$ cat config.mk
export PLATFORM = sky130hd
export DESIGN_NAME = resonance_sweep_ctrl
export DESIGN_NICKNAME = d
export VERILOG_FILES = /design/src/rtl/resonance_pkg.sv /design/src/rtl/resonance_peak_tracker.sv /design/src/rtl/resonance_sweep_ctrl.sv
export SDC_FILE = /design/constraint.sdc
export NUM_CORES = 1
export LEC_CHECK = 0
export CORE_ASPECT_RATIO = 1.2
export CORE_UTILIZATION = 53
export DETAILED_ROUTE_END_ITERATION = 12
export PLACE_DENSITY = 0.89
export SYNTH_ARGS = -nofsm -noshare
export SYNTH_HDL_FRONTEND = slang
export SYNTH_SLANG_ARGS = --single-unit
export TNS_END_PERCENT = 100
$ cat constraint.sdc
create_clock -name clk -period 9.5 [get_ports clk]
set_clock_uncertainty 0.05 [all_clocks]
set_input_delay 1.425 -clock clk [delete_from_list [all_inputs] [get_ports clk]]
set_output_delay 1.425 -clock clk [all_outputs]
set_load 0.02 [all_outputs]
$ cat src/rtl/resonance_pkg.sv
// Shared widths and FSM state encoding for the RLC resonance sweep sequencer.
package resonance_pkg;
  localparam int FW_D       = 32;
  localparam int MW_D       = 16;
  localparam int PTW_D      = 10;
  localparam int RSW_D      = 3;
  localparam int SETTLE_W_D = 16;

  typedef logic [2:0] state_t;
  localparam state_t S_IDLE   = 3'd0;
  localparam state_t S_LOAD   = 3'd1;
  localparam state_t S_SETTLE = 3'd2;
  localparam state_t S_SAMPLE = 3'd3;
  localparam state_t S_NEXT   = 3'd4;
  localparam state_t S_REPORT = 3'd5;
endpackage

$ cat src/rtl/resonance_peak_tracker.sv
// Running maximum of magnitude samples with the frequency word at which it occurred.
module peak_tracker #(
  parameter int FW = 32,
  parameter int MW = 16
) (
  input  logic          clk,
  input  logic          rst,
  input  logic          clear,
  input  logic          sample,
  input  logic [FW-1:0] freq,
  input  logic [MW-1:0] mag,
  output logic [FW-1:0] peak_freq,
  output logic [MW-1:0] peak_mag,
  output logic          peak_vld
);
  // Strict '>' keeps the earliest point on ties; first sample always captures.
  always_ff @(posedge clk or posedge rst) begin
    if (rst) begin
      peak_freq <= '0;
      peak_mag  <= '0;
      peak_vld  <= 1'b0;
    end else if (clear) begin
      peak_freq <= '0;
      peak_mag  <= '0;
      peak_vld  <= 1'b0;
    end else if (sample && (!peak_vld || mag > peak_mag)) begin
      peak_freq <= freq;
      peak_mag  <= mag;
      peak_vld  <= 1'b1;
    end
  end
endmodule

$ cat src/rtl/resonance_sweep_ctrl.sv
// Frequency sweep sequencer: per R_par setting, step the DDS, settle, sample, report the peak.
module resonance_sweep_ctrl
  import resonance_pkg::*;
#(
  parameter int FW       = FW_D,
  parameter int MW       = MW_D,
  parameter int PTW      = PTW_D,
  parameter int RSW      = RSW_D,
  parameter int SETTLE_W = SETTLE_W_D
) (
  input  logic                clk,
  input  logic                rst,
  input  logic                start,
  input  logic                abort,
  input  logic [FW-1:0]       f_start,
  input  logic [FW-1:0]       f_step,
  input  logic [PTW-1:0]      n_pts,
  input  logic [RSW-1:0]      n_rsel,
  input  logic [SETTLE_W-1:0] settle_cyc,
  output logic [FW-1:0]       dds_freq,
  output logic                dds_load,
  output logic [RSW-1:0]      r_sel,
  output logic                adc_req,
  input  logic                adc_ack,
  input  logic [MW-1:0]       adc_mag,
  output logic                res_valid,
  input  logic                res_ready,
  output logic [RSW-1:0]      res_rsel,
  output logic [FW-1:0]       res_freq,
  output logic [MW-1:0]       res_mag,
  output logic                busy,
  output logic                done
);
  state_t              state;
  logic [FW-1:0]       cfg_f_start, cfg_f_step;
  logic [PTW-1:0]      cfg_n_pts, pt;
  logic [RSW-1:0]      cfg_n_rsel;
  logic [SETTLE_W-1:0] cfg_settle, settle_cnt;
  logic                peak_vld;

  logic abort_act, rpt_hs, last_r, smp, pk_clr;
  assign abort_act = abort && (state != S_IDLE);
  assign rpt_hs    = (state == S_REPORT) && res_ready && !abort;
  assign last_r    = (r_sel == cfg_n_rsel);
  assign smp       = (state == S_SAMPLE) && adc_ack && !abort;
  assign pk_clr    = abort_act || ((state == S_IDLE) && start) || rpt_hs;

  assign dds_load  = (state == S_LOAD);
  assign adc_req   = (state == S_SAMPLE);
  assign res_valid = (state == S_REPORT);
  assign busy      = (state != S_IDLE);
  assign done      = rpt_hs && last_r;
  assign res_rsel  = r_sel;

  peak_tracker #(.FW(FW), .MW(MW)) u_peak (
    .clk       (clk),
    .rst       (rst),
    .clear     (pk_clr),
    .sample    (smp),
    .freq      (dds_freq),
    .mag       (adc_mag),
    .peak_freq (res_freq),
    .peak_mag  (res_mag),
    .peak_vld  (peak_vld)
  );

  // Every return to IDLE zeroes the sweep registers so an idle block shows all-zero outputs.
  always_ff @(posedge clk or posedge rst) begin
    if (rst) begin
      state       <= S_IDLE;
      cfg_f_start <= '0;
      cfg_f_step  <= '0;
      cfg_n_pts   <= '0;
      cfg_n_rsel  <= '0;
      cfg_settle  <= '0;
      pt          <= '0;
      r_sel       <= '0;
      dds_freq    <= '0;
      settle_cnt  <= '0;
    end else if (abort_act) begin
      state      <= S_IDLE;
      pt         <= '0;
      r_sel      <= '0;
      dds_freq   <= '0;
      settle_cnt <= '0;
    end else begin
      case (state)
        S_IDLE: if (start) begin
          cfg_f_start <= f_start;
          cfg_f_step  <= f_step;
          cfg_n_pts   <= n_pts;
          cfg_n_rsel  <= n_rsel;
          cfg_settle  <= settle_cyc;
          pt          <= '0;
          r_sel       <= '0;
          dds_freq    <= f_start;
          state       <= S_LOAD;
        end
        S_LOAD: begin
          settle_cnt <= cfg_settle;
          state      <= (cfg_settle == '0) ? S_SAMPLE : S_SETTLE;
        end
        // SETTLE lasts exactly cfg_settle cycles: leave as the count reaches zero.
        S_SETTLE: begin
          settle_cnt <= settle_cnt - SETTLE_W'(1);
          if (settle_cnt <= SETTLE_W'(1)) state <= S_SAMPLE;
        end
        S_SAMPLE: if (adc_ack) state <= S_NEXT;
        S_NEXT: begin
          if (pt == cfg_n_pts) begin
            state <= S_REPORT;
          end else begin
            pt       <= pt + PTW'(1);
            dds_freq <= dds_freq + cfg_f_step;
            state    <= S_LOAD;
          end
        end
        S_REPORT: if (res_ready) begin
          pt <= '0;
          if (last_r) begin
            r_sel    <= '0;
            dds_freq <= '0;
            state    <= S_IDLE;
          end else begin
            r_sel    <= r_sel + RSW'(1);
            dds_freq <= cfg_f_start;
            state    <= S_LOAD;
          end
        end
        default: state <= S_IDLE;
      endcase
    end
  end
endmodule

-- Yosys cells after proc, flatten, opt, wreduce, memory -nomap -nowiden
Cells that the tools add are included.
- logic and storage cells: 89
- input port bits: 115
- output and inout bits: 91
- flip-flop bits (word level): 206
- magnitude comparators: 2
- muxes and demuxes: 33
- equality and inequality tests: 12
- add/subtract/negate cells: 4
- reduce and logical (&&, ||, !) cells: 24
- bitwise gates (word level): 1
- operator list (cell ; count):
    32-bit two-way mux ; 7
    32-bit case mux with 3 select lines ; 1
    16-bit two-way mux ; 3
    10-bit two-way mux ; 4
    32-bit adder ; 1
    16-bit case mux with 2 select lines ; 1
    3-bit two-way mux ; 10
    10-bit case mux with 3 select lines ; 1
    3-bit case mux with 6 select lines ; 1
    16-bit greater-than comparator ; 1
    16-bit by 1-bit less-or-equal comparator with 1-bit output, second input constant ; 1
    16-bit zero test ; 1
    16-bit by 1-bit subtractor with 16-bit output, second input constant ; 1
    10-bit by 1-bit adder with 10-bit output, second input constant ; 1
    10-bit equality test ; 1
    3-bit inequality test, second input constant ; 3
    3-bit nonzero test ; 3
    1-bit logical AND ; 8
    4-bit AND reduction ; 2
    3-bit by 2-bit equality test with 1-bit output, second input constant ; 2
    3-bit equality test, second input constant ; 2
    3-bit by 1-bit inequality test with 1-bit output, second input constant ; 2
    3-bit case mux with 2 select lines ; 1
    3-bit AND reduction ; 2
    other kinds (10) ; 16

-- Depth between registers and ports, before layout
- depth after elaboration: 6
- mapped depth: 13
- mapped depth without buffers: 12

-- Hierarchy
A second synthesis with hierarchy kept.
- cells, all modules: 1132
- area, all modules: 11634.9 µm²
- modules (own cells, without submodules) (module ; cells an instance ; seq. area each (µm²) ; times used ; area an instance (µm²)):
    resonance_sweep_ctrl ; 863 ; 3928.8 ; 1 ; 8784.7
    peak_tracker ; 269 ; 1226.2 ; 1 ; 2850.2

-- Worst setup path after synthesis
Ideal clock, no wire load.
- path kind: in2out
- start point: in abort
- end point: out done
- required time: 8.025 ns
- arrival: 2.351 ns
- buffers on the path: 1
- stages: 2
- path slack: 5.674 ns
- path through: clkbuf_1 nor4_1
- longest elaborated chain between the ends: 3
- RTL lines (item ; line ; text):
    start, declared ; resonance_sweep_ctrl.sv:14 ; input logic abort,
    1-bit zero test ; resonance_sweep_ctrl.sv:43 ; assign rpt_hs = (state == S_REPORT) && res_ready && !abort;
    1-bit logical AND ; resonance_sweep_ctrl.sv:43 ;
    1-bit logical AND ; resonance_sweep_ctrl.sv:52 ; assign done = rpt_hs && last_r;
    end, declared ; resonance_sweep_ctrl.sv:32 ; output logic done
Every way passes these cells.

-- Worst setup path after layout
Ends and elaborated chain as after synthesis.

==> impl_metrics.json <==
{
  "post_cts_resized": 0,
  "die_area_um2": 21990,
  "min_path_type": "reg2reg",
  "cp_slowest_cell": "clkdlybuf4s50_1",
  "cp-start-kind": "primary input",
  "tns_ns": 0,
  "nNetsFinal": 1459,
  "root_buffer": "clkbuf_16",
  "antenna_found_initial": 3,
  "synthArstFlopShare_pct": 100.0,
  "avgSynthCellArea_um2": 10.15,
  "crit_path_cell_trace": "clkdlybuf4s50_1, nor4_1, clkdlybuf4s50_1",
  "grt_setup_unrepaired": "no",
  "peakVddDrop_mv": 0.2317,
  "cp_common_cell": "clkdlybuf4s50_1",
  "grt_pass1_vias": 9869,
  "hold_buffers": 0,
  "ys_warn_count": 0,
  "p_leak_nw": 6.470,
  "place.gp.congestion": 0.9677,
  "initial_core_util_pct": 54.07,
  "vias": 9550,
  "r2r_start": "dds_freq[0]",
  "whs_ns": 0.4570,
  "grt_pass1_wl_um": 49070,
  "place_hpwl_um": 20770,
  "synthesis.instances": 1117,
  "final_cell_mix": "dfrtp_1 (206), clkdlybuf4s50_1 (205), nand2_1 (98)",
  "port_buffers": 205,
  "num_rows": 58,
  "grt-ovfl-total": 0,
  "clock.fmax_ghz": 0.2234,
  "drtIter0Drc": 869,
  "ys.flop_type": "dfrtp_1",
  "cp_max_fo": 11,
  "dr.pass1.iters": 5,
  "syn2layout_area_growth_pct": 25.64,
  "setup_viol": 0,
  "wl_um": 30050,
  "ant_nets": 0,
  "critPathCaptureType": "output port",
  "clockBufferDepth": 3,
  "cts.sinks": 206,
  "critPathArrivalTime_ns": 3.00,
  "clkTransAtPathRegs_ns": 0.05,
  "power_density_nw_per_um2": 327.0,
  "num_io_pins": 206,
  "drcViolationCount": 0,
  "ys_ff_latch": 206,
  "cts_tree": "built",
  "drive_gt1_share_pct": 11.71,
  "synth-seq-area-share_pct": 45.45,
  "synth_edf_count": 0,
  "final_hold_viol_count": 0,
  "h-tree-depth": 1,
  "worst_ep_required_time_ns": 8.03,
  "worstSetupStartpoint": "abort",
  "viasPerCell": 6.044,
  "dieWidth_um": 135.5,
  "post-route-min-period_ns": 4.475,
  "ys_types": 71,
  "finalCritPeriodShare_pct": 47.11,
  "nFillCells": 1542,
  "clock_latency_ns": 0.50,
  "maxCapViolations": 0,
  "slowest_delay_ns": 0.65,
  "cts_setup_buffers": 0,
  "cts_buffers": 23,
  "relSlewSlack_pct": 22.78,
  "worstMarginPinSlew_ns": 1.158,
  "grt_max_degree": 139,
  "die_h_um": 162.2,
  "mostFrequentLayoutCell": "dfrtp_1",
  "crit_type": "in2out",
  "wire_per_inst_um": 19.02,
  "status": "finished clean",
  "slew_viol_final": 0,
  "grtUsageTotal_pct": 28.02,
  "hold_start": "cfg_f_start[30]",
  "fp.coreArea_um2": 20970,
  "syn_area_um2": 11340,
  "synth_fp_nets": 1284
}
## Yosys cell counts, drive strengths merged, types with 18 or more instances
| cell | n | area [um^2] |
|---|---|---|
| a21o | 20 | 150.1 |
| a21oi | 73 | 369.1 |
| a222oi | 21 | 210.2 |
| buf | 31 | 180.2 |
| clkbuf | 33 | 125.1 |
| dfrtp | 206 | 5155 |
| ha | 51 | 638.1 |
| inv | 84 | 315.3 |
| mux2 | 92 | 1036 |
| mux2i | 50 | 500.5 |
| nand2 | 99 | 371.6 |
| nor2 | 61 | 229.0 |
| nor3 | 28 | 151.4 |
| o21ai | 59 | 295.3 |
| xnor2 | 18 | 157.7 |
| xor2 | 27 | 236.5 |
## final timing paths
| kind | endpoint | slack (ns) | cells past startpoint |
|---|---|---|---|
| max | done | 5.02 | 3 |
| min | cfg_f_start[30] | 0.46 | 1 |
| max reg2reg | dds_freq[26] | 6.12 | 12 |
| min reg2reg | cfg_f_start[30] | 0.46 | 1 |
| max in group asynchronous | pt[5] | 6.48 | 3 |
| min in group asynchronous | u_peak.peak_freq[13] | 1.49 | 2 |
## final cells by class
class                      count  area, um^2  area share [%]
tap                          270       337.8           2.371
clock inverter                 5       35.03          0.2459
timing repair buffer         214        2120           14.88
inverter                      84       322.8           2.266
antenna                        3       7.507         0.05269
multi-input combinational    763        5580           39.16
clock buffer                  35       690.7           4.847
sequential                   206        5155           36.18
## metrics by stage
step	setup WS (ns)	util, %	power (mW)	instances	cell area [um^2]
final	5.025	67.94	4.660	1580	14250
after global routing	4.943	67.94	4.969	1580	14250
after CTS	5.028	67.90	4.641	1577	14240
after detailed placement	5.026	64.44	3.765	1537	13520
after global placement	5.055	64.44	3.672	1537	13520
after floorplan	2.401	-	3.102	1117	11340
## registers in the layout, indices dropped and copies added, names as in the netlist
name / flops
u_peak.peak_freq: 32
cfg_f_step: 32
pt: 10
r_sel: 3
state: 3
settle_cnt: 16
u_peak.peak_mag: 16
cfg_n_pts: 10
dds_freq: 32
u_peak.peak_vld: 1
cfg_n_rsel: 3
cfg_settle: 16
cfg_f_start: 32
## power by group
group	leakage [nW]	internal, mW	switching [mW]
clock network	0.362	0.501	0.350
logic	3.50	1.02	1.32
registers	2.61	1.20	0.276
total	6.47	2.71	1.95
## logic make-up (layout without fill, tap and decap cells)
family / after synthesis / count (layout) / share of synthesized area [%]
AO/OA/AOI/OAI: 254 / 254 / 14.83
AND/OR/NAND/NOR: 270 / 270 / 11.42
buffers and inverters: 148 / 338 / 5.472
adder cells (fa/ha/maj): 52 / 52 / 5.803
multiplexers: 142 / 142 / 13.55
XOR/XNOR: 45 / 45 / 3.475
flip-flops: 206 / 206 / 45.45
other: 0 / 3 / 0
## layer usage
layer  GRT usage, %  vias to the layer above  wire [um]
met2          48.72                      420      15220
met3          3.870                       84       1870
li1               -                     4353          -
met5              0                        -          0
met1          34.22                     4693      11820
met4          13.02                        0       1141
## worst max-delay path: cells and delay by family
family	cells	cell delay, ns
and+or+nand+nor	1	0.34
buffers and inverters	2	1.24
Note: power is estimated with default switching activity, not from simulation.
